==> src/rtl/pipeline_hazard_ctrl_pkg.sv <==
// Shared types for the pipeline hazard controller: FSM state encoding and
// the bundle of stage-register load/flush controls.
package pipeline_hazard_ctrl_pkg;

  typedef enum logic [1:0] {
    RUN      = 2'd0,
    MEM_WAIT = 2'd1,
    HUNG     = 2'd2
  } hazard_state_t;

  typedef struct packed {
    logic pc_load;
    logic if_id_load;
    logic id_ex_load;
    logic ex_mem_load;
    logic mem_wb_load;
    logic if_id_flush;
    logic id_ex_flush;
  } pipe_ctrl_t;

  // Canned control words for each priority branch.
  localparam pipe_ctrl_t PIPE_HOLD     = pipe_ctrl_t'(7'b00000_00);
  localparam pipe_ctrl_t PIPE_REDIRECT = pipe_ctrl_t'(7'b11111_11);
  localparam pipe_ctrl_t PIPE_BUBBLE   = pipe_ctrl_t'(7'b00111_01);
  localparam pipe_ctrl_t PIPE_NORMAL   = pipe_ctrl_t'(7'b11111_00);

endpackage

==> src/rtl/pipeline_hazard_ctrl_if.sv <==
// Hazard-relevant pipeline fields and memory handshakes in, stage register
// load/flush controls out. The controller uses the slave modport.
interface pipeline_hazard_ctrl_if;
  logic       id_valid;
  logic [4:0] id_rs1;
  logic [4:0] id_rs2;
  logic       id_use_rs1;
  logic       id_use_rs2;
  logic       ex_valid;
  logic       ex_mem_read;
  logic [4:0] ex_rd;
  logic       ex_redirect;
  logic       imem_read;
  logic       imem_resp;
  logic       dmem_req;
  logic       dmem_resp;
  logic       pc_load;
  logic       if_id_load;
  logic       id_ex_load;
  logic       ex_mem_load;
  logic       mem_wb_load;
  logic       if_id_flush;
  logic       id_ex_flush;

  modport master (
    output id_valid, id_rs1, id_rs2, id_use_rs1, id_use_rs2,
    output ex_valid, ex_mem_read, ex_rd, ex_redirect,
    output imem_read, imem_resp, dmem_req, dmem_resp,
    input  pc_load, if_id_load, id_ex_load, ex_mem_load, mem_wb_load,
    input  if_id_flush, id_ex_flush
  );

  modport slave (
    input  id_valid, id_rs1, id_rs2, id_use_rs1, id_use_rs2,
    input  ex_valid, ex_mem_read, ex_rd, ex_redirect,
    input  imem_read, imem_resp, dmem_req, dmem_resp,
    output pc_load, if_id_load, id_ex_load, ex_mem_load, mem_wb_load,
    output if_id_flush, id_ex_flush
  );
endinterface

==> src/rtl/sat_counter.sv <==
// Saturating up-counter with synchronous clear; sticks at all-ones.
module sat_counter #(
  parameter int W = 32
) (
  input  logic         clk,
  input  logic         rst_n,
  input  logic         clr_i,
  input  logic         inc_i,
  output logic [W-1:0] cnt_o
);

  logic [W-1:0] cnt_q;
  logic [W-1:0] cnt_d;

  // Next count: clear wins over increment; increment stops at all-ones.
  always_comb begin
    cnt_d = cnt_q;
    if (clr_i) begin
      cnt_d = '0;
    end else if (inc_i && (cnt_q != {W{1'b1}})) begin
      cnt_d = cnt_q + W'(1);
    end else begin
      cnt_d = cnt_q;
    end
  end

  // Count register.
  always_ff @(posedge clk or negedge rst_n) begin
    if (!rst_n) begin
      cnt_q <= '0;
    end else begin
      cnt_q <= cnt_d;
    end
  end

  assign cnt_o = cnt_q;

endmodule

==> src/rtl/pipeline_hazard_ctrl.sv <==
// Central stall/flush controller for the 5-stage pipeline, with hazard
// performance counters and a memory-hang watchdog.
module pipeline_hazard_ctrl
  import pipeline_hazard_ctrl_pkg::*;
#(
  parameter int CNT_W      = 32,
  parameter int WDOG_LIMIT = 1024
) (
  input  logic                 clk,
  input  logic                 rst,
  pipeline_hazard_ctrl_if.slave hz,
  output logic [1:0]           state_o,
  output logic [CNT_W-1:0]     stall_cnt,
  output logic [CNT_W-1:0]     bubble_cnt,
  output logic [CNT_W-1:0]     flush_cnt,
  output logic                 hang_o
);

  localparam int WD_W = $clog2(WDOG_LIMIT) + 1;
  localparam logic [WD_W-1:0] WD_LAST = WD_W'(WDOG_LIMIT - 1);

  hazard_state_t   state_q;
  hazard_state_t   state_d;
  logic            hang_q;
  logic            hang_d;
  logic            mem_stall_s;
  logic            load_use_s;
  logic            redirect_taken_s;
  logic            bubble_taken_s;
  logic            wdog_clr_s;
  logic [WD_W-1:0] wdog_cnt_s;
  pipe_ctrl_t      ctrl_s;

  assign mem_stall_s = (hz.imem_read & ~hz.imem_resp) | (hz.dmem_req & ~hz.dmem_resp);

  assign load_use_s = hz.id_valid & hz.ex_valid & hz.ex_mem_read & (hz.ex_rd != 5'd0) &
                      ((hz.id_use_rs1 & (hz.id_rs1 == hz.ex_rd)) |
                       (hz.id_use_rs2 & (hz.id_rs2 == hz.ex_rd)));

  // Priority select of the stage controls; everything frozen while in reset.
  always_comb begin
    ctrl_s           = PIPE_NORMAL;
    redirect_taken_s = 1'b0;
    bubble_taken_s   = 1'b0;
    if (!rst) begin
      ctrl_s = PIPE_HOLD;
    end else if (mem_stall_s) begin
      ctrl_s = PIPE_HOLD;
    end else if (hz.ex_redirect) begin
      ctrl_s           = PIPE_REDIRECT;
      redirect_taken_s = 1'b1;
    end else if (load_use_s) begin
      ctrl_s         = PIPE_BUBBLE;
      bubble_taken_s = 1'b1;
    end else begin
      ctrl_s = PIPE_NORMAL;
    end
  end

  assign hz.pc_load     = ctrl_s.pc_load;
  assign hz.if_id_load  = ctrl_s.if_id_load;
  assign hz.id_ex_load  = ctrl_s.id_ex_load;
  assign hz.ex_mem_load = ctrl_s.ex_mem_load;
  assign hz.mem_wb_load = ctrl_s.mem_wb_load;
  assign hz.if_id_flush = ctrl_s.if_id_flush;
  assign hz.id_ex_flush = ctrl_s.id_ex_flush;

  // Next-state and sticky hang flag; leaving a stall never costs a dead cycle.
  always_comb begin
    state_d = state_q;
    hang_d  = hang_q;
    case (state_q)
      RUN: begin
        if (mem_stall_s) begin
          state_d = MEM_WAIT;
        end else begin
          state_d = RUN;
        end
      end
      MEM_WAIT: begin
        if (!mem_stall_s) begin
          state_d = RUN;
        end else if (wdog_cnt_s == WD_LAST) begin
          state_d = HUNG;
          hang_d  = 1'b1;
        end else begin
          state_d = MEM_WAIT;
        end
      end
      HUNG: begin
        if (!mem_stall_s) begin
          state_d = RUN;
        end else begin
          state_d = HUNG;
        end
      end
      default: begin
        state_d = RUN;
      end
    endcase
  end

  // State and hang flag registers.
  always_ff @(posedge clk or negedge rst) begin
    if (!rst) begin
      state_q <= RUN;
      hang_q  <= 1'b0;
    end else begin
      state_q <= state_d;
      hang_q  <= hang_d;
    end
  end

  // The watchdog counts every consecutive stall cycle, including the one that
  // leaves RUN, so the limit equals the number of stalled cycles before HUNG.
  assign wdog_clr_s = ~mem_stall_s;

  sat_counter #(.W(WD_W)) u_wdog (
    .clk   (clk),
    .rst_n (rst),
    .clr_i (wdog_clr_s),
    .inc_i (mem_stall_s),
    .cnt_o (wdog_cnt_s)
  );

  sat_counter #(.W(CNT_W)) u_stall_cnt (
    .clk   (clk),
    .rst_n (rst),
    .clr_i (1'b0),
    .inc_i (mem_stall_s),
    .cnt_o (stall_cnt)
  );

  sat_counter #(.W(CNT_W)) u_bubble_cnt (
    .clk   (clk),
    .rst_n (rst),
    .clr_i (1'b0),
    .inc_i (bubble_taken_s),
    .cnt_o (bubble_cnt)
  );

  sat_counter #(.W(CNT_W)) u_flush_cnt (
    .clk   (clk),
    .rst_n (rst),
    .clr_i (1'b0),
    .inc_i (redirect_taken_s),
    .cnt_o (flush_cnt)
  );

  assign state_o = state_q;
  assign hang_o  = hang_q;

endmodule

==> src/flat_wrapper.sv <==
// flat-port wrapper written by rule: the top's interface ports become plain ports
module pipeline_hazard_ctrl_flat import pipeline_hazard_ctrl_pkg::*;
#(
  parameter int CNT_W      = 32,
  parameter int WDOG_LIMIT = 1024
)
  (clk, rst, state_o, stall_cnt, bubble_cnt, flush_cnt, hang_o, hz_id_valid, hz_id_rs1, hz_id_rs2, hz_id_use_rs1, hz_id_use_rs2, hz_ex_valid, hz_ex_mem_read, hz_ex_rd, hz_ex_redirect, hz_imem_read, hz_imem_resp, hz_dmem_req, hz_dmem_resp, hz_pc_load, hz_if_id_load, hz_id_ex_load, hz_ex_mem_load, hz_mem_wb_load, hz_if_id_flush, hz_id_ex_flush);
  pipeline_hazard_ctrl_if hz_i ();
  input  logic clk;
  input  logic rst;
  output logic [1:0] state_o;
  output logic [CNT_W-1:0] stall_cnt;
  output logic [CNT_W-1:0] bubble_cnt;
  output logic [CNT_W-1:0] flush_cnt;
  output logic hang_o;
  input wire logic [$bits(hz_i.id_valid)-1:0] hz_id_valid;
  input wire logic [$bits(hz_i.id_rs1)-1:0] hz_id_rs1;
  input wire logic [$bits(hz_i.id_rs2)-1:0] hz_id_rs2;
  input wire logic [$bits(hz_i.id_use_rs1)-1:0] hz_id_use_rs1;
  input wire logic [$bits(hz_i.id_use_rs2)-1:0] hz_id_use_rs2;
  input wire logic [$bits(hz_i.ex_valid)-1:0] hz_ex_valid;
  input wire logic [$bits(hz_i.ex_mem_read)-1:0] hz_ex_mem_read;
  input wire logic [$bits(hz_i.ex_rd)-1:0] hz_ex_rd;
  input wire logic [$bits(hz_i.ex_redirect)-1:0] hz_ex_redirect;
  input wire logic [$bits(hz_i.imem_read)-1:0] hz_imem_read;
  input wire logic [$bits(hz_i.imem_resp)-1:0] hz_imem_resp;
  input wire logic [$bits(hz_i.dmem_req)-1:0] hz_dmem_req;
  input wire logic [$bits(hz_i.dmem_resp)-1:0] hz_dmem_resp;
  output wire logic [$bits(hz_i.pc_load)-1:0] hz_pc_load;
  output wire logic [$bits(hz_i.if_id_load)-1:0] hz_if_id_load;
  output wire logic [$bits(hz_i.id_ex_load)-1:0] hz_id_ex_load;
  output wire logic [$bits(hz_i.ex_mem_load)-1:0] hz_ex_mem_load;
  output wire logic [$bits(hz_i.mem_wb_load)-1:0] hz_mem_wb_load;
  output wire logic [$bits(hz_i.if_id_flush)-1:0] hz_if_id_flush;
  output wire logic [$bits(hz_i.id_ex_flush)-1:0] hz_id_ex_flush;
  assign hz_i.id_valid = hz_id_valid;
  assign hz_i.id_rs1 = hz_id_rs1;
  assign hz_i.id_rs2 = hz_id_rs2;
  assign hz_i.id_use_rs1 = hz_id_use_rs1;
  assign hz_i.id_use_rs2 = hz_id_use_rs2;
  assign hz_i.ex_valid = hz_ex_valid;
  assign hz_i.ex_mem_read = hz_ex_mem_read;
  assign hz_i.ex_rd = hz_ex_rd;
  assign hz_i.ex_redirect = hz_ex_redirect;
  assign hz_i.imem_read = hz_imem_read;
  assign hz_i.imem_resp = hz_imem_resp;
  assign hz_i.dmem_req = hz_dmem_req;
  assign hz_i.dmem_resp = hz_dmem_resp;
  assign hz_pc_load = hz_i.pc_load;
  assign hz_if_id_load = hz_i.if_id_load;
  assign hz_id_ex_load = hz_i.id_ex_load;
  assign hz_ex_mem_load = hz_i.ex_mem_load;
  assign hz_mem_wb_load = hz_i.mem_wb_load;
  assign hz_if_id_flush = hz_i.if_id_flush;
  assign hz_id_ex_flush = hz_i.id_ex_flush;
  pipeline_hazard_ctrl #(.CNT_W(CNT_W), .WDOG_LIMIT(WDOG_LIMIT)) u_core (.clk(clk), .rst(rst), .hz(hz_i), .state_o(state_o), .stall_cnt(stall_cnt), .bubble_cnt(bubble_cnt), .flush_cnt(flush_cnt), .hang_o(hang_o));
endmodule
==> config.mk <==
export PLATFORM = sky130hd
export DESIGN_NAME = pipeline_hazard_ctrl_flat
export DESIGN_NICKNAME = d
export VERILOG_FILES = /design/src/rtl/pipeline_hazard_ctrl_pkg.sv /design/src/rtl/pipeline_hazard_ctrl_if.sv /design/src/rtl/sat_counter.sv /design/src/rtl/pipeline_hazard_ctrl.sv /design/src/flat_wrapper.sv
export SDC_FILE = /design/constraint.sdc
export NUM_CORES = 1
export LEC_CHECK = 0
export ABC_AREA = 1
export BUFFER_PORTS_ARGS = -buffer_cell sky130_fd_sc_hd__buf_2
export CORE_MARGIN = 1
export CORE_UTILIZATION = 55
export DETAILED_ROUTE_END_ITERATION = 10
export GPL_TIMING_DRIVEN = 1
export HOLD_SLACK_MARGIN = 0.1
export PLACE_DENSITY = 0.82
export SETUP_SLACK_MARGIN = 0.3
export SYNTH_ARGS = -nofsm -noshare
export SYNTH_HDL_FRONTEND = slang
export SYNTH_HIERARCHICAL = 1
export SYNTH_SLANG_ARGS = --single-unit
==> constraint.sdc <==
create_clock -name clk -period 3.2 [get_ports clk]
set_input_delay 0.48 -clock clk [delete_from_list [all_inputs] [get_ports clk]]
set_output_delay 0.48 -clock clk [all_outputs]
set_load 0.02 [all_outputs]
# Word level (Yosys, flattened, before mapping)
# Cells that the tools add are included.
# W data, S select, Z words.
# word_totals
regBits	110
inputBits	27
output_inout_bits	106
wordCells	57
# classes
n_addsub	4
n_eq_ne	10
mux	18
n_bitwise	12
n_reduce_logical	7
# op_table
op	count
$add A32 B1 Y32 const B	3
$ne A32 B32 Y1 const B	3
$mux W7	4
$mux W11	2
$add A11 B1 Y11 const B	1
$eq A11 B10 Y1 const B	1
$ne A11 B11 Y1 const B	1
$eq A5 B5 Y1	2
$and A1 B1 Y1	8
$mux W1	8
$mux W2	3
$pmux W2 S3	1
$reduce_bool A5 Y1	1
$logic_and A1 B1 Y1	4
$reduce_and A3 Y1	1
$eq A2 B1 Y1 const B	1
$eq A2 B2 Y1 const B	1
$logic_not A2 Y1	1
$ne A2 B1 Y1 const B	1
$not A1 Y1	2
$or A1 B1 Y1	2

# Longest topological paths before layout
# depth
depth_word	9
mapped_depth	14

# Cells and area by module
# Netlist, hierarchy kept.
# modules_own_cells
mod	instances	cells_per_inst	area_per_inst_um2	seq_area_each_um2
sat_counter (u_core.u_bubble_cnt ...)	3	345	2243.4	800.8
sat_counter (u_core.u_wdog)	1	93	701.9	275.3
pipeline_hazard_ctrl	1	97	510.5	75.1

# Worst setup path before layout
# No wires, ideal clock.
# synth_path
kind	input to register
from	in hz_dmem_req
to	reg u_core.u_flush_cnt.cnt_q[25] (netlist: u_core/u_flush_cnt/cnt_o[25])
arrival_time_ns	2.289
t_required_ns	3.135
slack_ns	0.846
path_stages	10
n_path_buf	1
cell_sequence	inv_1 > o22ai_4 > nor2_4 > inv_1 > nor2_1 > inv_1 > a21oi_1 > buf_2 > nand4_1 > nand2_1
# synth_between
elab_chain_cells	5
# synth_rtl
element	line	rtl
start, declared	flat_wrapper.sv:27	input wire logic [$bits(hz_i.dmem_req)-1:0] hz_dmem_req;
$and A1 B1 Y1	pipeline_hazard_ctrl.sv:34	assign mem_stall_s = (hz.imem_read & ~hz.imem_resp) | (hz.dmem_req & ~hz.dmem_resp);
$or A1 B1 Y1	pipeline_hazard_ctrl.sv:34	
net u_core.mem_stall_s	pipeline_hazard_ctrl.sv:26	logic mem_stall_s;
$mux W1	pipeline_hazard_ctrl.sv:47	end else if (mem_stall_s) begin
$mux W1	pipeline_hazard_ctrl.sv:45	if (!rst) begin
$logic_and A1 B1 Y1	sat_counter.sv:20	end else if (inc_i && (cnt_q != {W{1'b1}})) begin
end signal, assigned	sat_counter.sv:32	cnt_q <= cnt_d;
end, declared	sat_counter.sv:12	logic [W-1:0] cnt_q;
# The timed path passes the listed nets, and every way through them passes these cells.
# A chain may end at the register's enable or synchronous reset.

# Final worst setup path
# layout_path
from	reg u_core.u_stall_cnt.cnt_q[1] (netlist: u_core/u_stall_cnt/cnt_o[1])
to	reg u_core.u_stall_cnt.cnt_q[25] (netlist: u_core/u_stall_cnt/cnt_o[25])
# layout_between
elab_chain_cells	2
word_cells_on_any_way	3
classes_between	1 x add/sub; 1 x eq/ne; 1 x reduce/logical
# layout_rtl
element	line
start, declared	sat_counter.sv:12
start signal, assigned	sat_counter.sv:32
parallel branches: the longest is 2 deep, another holds $add A32 B1 Y32	-
# Parallel ways; which one is timed is not known.

==> results.cfg <==
[power]
finalPower_uw = 2740
p_leak_uw = 0.00457
peakVddDrop_uv = 247
powerDensity_nw_per_um2 = 304

[yosys]
synth_area_leaders = dfrtp_1 (35%), nand2_1 (22%), nor2_1 (8.3%), nand3_1 (7.7%), inv_1 (5.5%)
synth_compound_area_share_pct = 4.87
seq_area_frac_synth_pct = 34.7
synthAdderAreaFrac_pct = 0.630
yosys.area_share.xor_xnor_pct = 3.31
async_flop_share_pct = 100
synth.area.mux_share_pct = 0
syn_area_um2 = 7940
synth_ff_type = dfrtp_1
yosysWarningCount = 6
syn_avg_cell_area_um2 = 6.48
synth-edff-count = 0
yosys.area.top_type = dfrtp_1
synthCells = 1225
synth_cell_types = 36
synth-seq-cells = 110
synthSimpleGateAreaFrac_pct = 47.8
yosys.area.top_type_share_pct = 34.7
synth_top_family_by_area = simple AND/OR/NAND/NOR gates

[critical_path]
cp_data_arrival_time_ps = 2460
r2r_cells = 11
cp.required_ps = 3490
crit_top_cell = nand2_4
crit_path_cell_trace = ha_1 -> nand2_2 -> nor2_4 -> nand2_4 -> nor2_8 -> nand2_4 -> nand2_8 -> nand2_4 -> inv_2 -> nand2_1 -> nand2_1
crit_path_max_fanout = 21
critPathSlowestCell = dfrtp_1
worstSetupPathType = register to register
start_kind = register
critPathCaptureType = register
critPathMaxStageDelay_ps = 410

[timing]
finalSetupViolations = 0
fmax_ghz = 0.462
timing.final.crit_share_pct = 67.7
setup_tns_ps = 0
whs_ps = 273
worst_slew_pin_slew_ps = 784
period_minus_slack_ps = 2170
slew_violations = 0
finClkSkew_ps = 6.67
rsz0062_at_grt = no
finalHoldViolCount = 0
fin_ws_ps = 1030
slew_headroom_pct = 47.8

[grt]
grt_overflow = 0
grt_use_met2_pct = 46.9
groute.usage.overall_pct = 27.9
use_met1_pct = 36.3
grt_pass1_vias = 7269
grt_max_degree = 62
gr-max-usage-layer = met2
gr-usage-met3_pct = 5.29
grt_antenna_before_repair = 1
grt_pass1_wl_um = 33400

[routing]
wl_um = 20200
dr.pass1.iters = 5
vias = 8091
drc_errors = 0
vias_per_cell = 5.24
dr.first_iter.drc_count = 549
wl_per_cell_um = 13.0
final_antenna_net_count = 0

[clock_tree]
clock-sinks = 110
cts_buffers = 9
cts-resized-gates = 0
postCtsHoldBufs = 0
cts_tree = done
clockRootBuffer = clkbuf_16
clock_latency_ps = 360
post-cts-setup-buffers = 0
cts_buffer_depth = 2
clk_pin_slew_ps = 70
h-tree-depth = 3

[cells_and_area]
fin_nets = 1392
nFillCells = 1302
final_common_cell = nand2_1
diodes = 0
syn_to_final_growth_pct = 13.4
drive_gt1_share_pct = 16.3
final_cell_mix = nand2_1 (463), nor2_1 (176), buf_2 (131)
layoutNonFillerInstCount = 1545

[placement]
dp_hpwl_um = 15000
routabilityCongestion = 0.923
pre_cts_ws_ps = 763
port_buffers = 132
dp.cells = 1530

[die]
pin_count = 133
dieWidth_um = 122
die_y_um = 122
num_rows = 43
core_area_um2 = 14000
start_util_pct = 56.8
die_area_um2 = 14900

[min_path]
hold_path_class = input pin to async pin

[job]
maxCapViolations = 0

[status]
outcome = finished clean
-- Yosys cell counts, drive strengths merged, types with 3 or more instances --
cell	count
clkbuf	6
inv	128
a22oi	3
nor2	202
nand4	32
o21bai	3
buf	22
ha	4
xor2	17
nand3	124
dfrtp	110
nand2	488
a21oi	13
o21ai	49
xnor2	13
or2	3
nand3b	3
-- routing by layer --
metal  routed length (um)  up-vias  part of all wire (%)
met4                  317        2                   1.6
met1                 8830     3661                    44
li1                     -     4099                     -
met5                   13        -                 0.064
met2                 9540      301                    47
met3                 1460       28                   7.2
-- where the power goes --
part	internal [uW]	switching, uW	leakage [uW]
logic	56.2	168	0.00290
clock network	603	506	0.000139
registers	1400	10.6	0.00153
total	2060	684	0.00457
-- registers in the layout, indices dropped and copies added, names as in the netlist --
name and count:
u_core/hang_o 1, u_core/state_o 2, u_core/u_bubble_cnt/cnt_o 32, u_core/u_flush_cnt/cnt_o 32
u_core/u_stall_cnt/cnt_o 32, u_core/u_wdog/cnt_o 11
-- kinds of logic (layout without fill, tap and decap cells) --
logic type / after synthesis / after routing
other: 1 / 15
AOI/OAI and AO/OA: 70 / 70
xor gates and xnor gates: 30 / 30
DFF: 110 / 110
adders and majority gates: 4 / 4
buffers and inverters: 156 / 282
and+or+nand+nor: 854 / 854
-- critical path, delay by kind of cell (launching register included) --
kind / cells / cell delay (ps)
fa+ha+maj: 1 / 220
buf+inv: 1 / 360
flops: 1 / 410
simple gates: 9 / 1120
-- path summary, 6_finish.rpt --
check / slack (ps) / end / from
worst min register to register: 470 / u_core/hang_o / u_core/hang_o
max in group asynchronous: 1700 / u_core/u_flush_cnt/cnt_o[16] / rst
min in group clk: 470 / u_core/hang_o / u_core/hang_o
worst max-delay path: 1030 / u_core/u_stall_cnt/cnt_o[25] / u_core/u_stall_cnt/cnt_o[1]
worst max register to register: 1030 / u_core/u_stall_cnt/cnt_o[25] / u_core/u_stall_cnt/cnt_o[1]
worst min-delay path: 270 / u_core/u_stall_cnt/cnt_o[4] / rst
-- cell type report --
class	count	area, um2	area share (%)
repair buffers	139	716	7.95
clock inverters	4	48.8	0.542
clock buffers	11	233	2.58
multi-input cells	973	4550	50.5
flip-flops and latches	110	2750	30.6
inverters	128	480	5.33
well taps	180	225	2.50
-- per-stage QoR --
| stage | util, % | instance area [um2] |
|---|---|---|
| floorplan | - | 8000 |
| global placement | 62.4 | 8720 |
| detailed placement | 62.4 | 8720 |
| CTS | 64.4 | 9010 |
| global route | 64.4 | 9010 |
| finish | 64.4 | 9010 |
No activity file was read; power rests on OpenSTA's default activity.
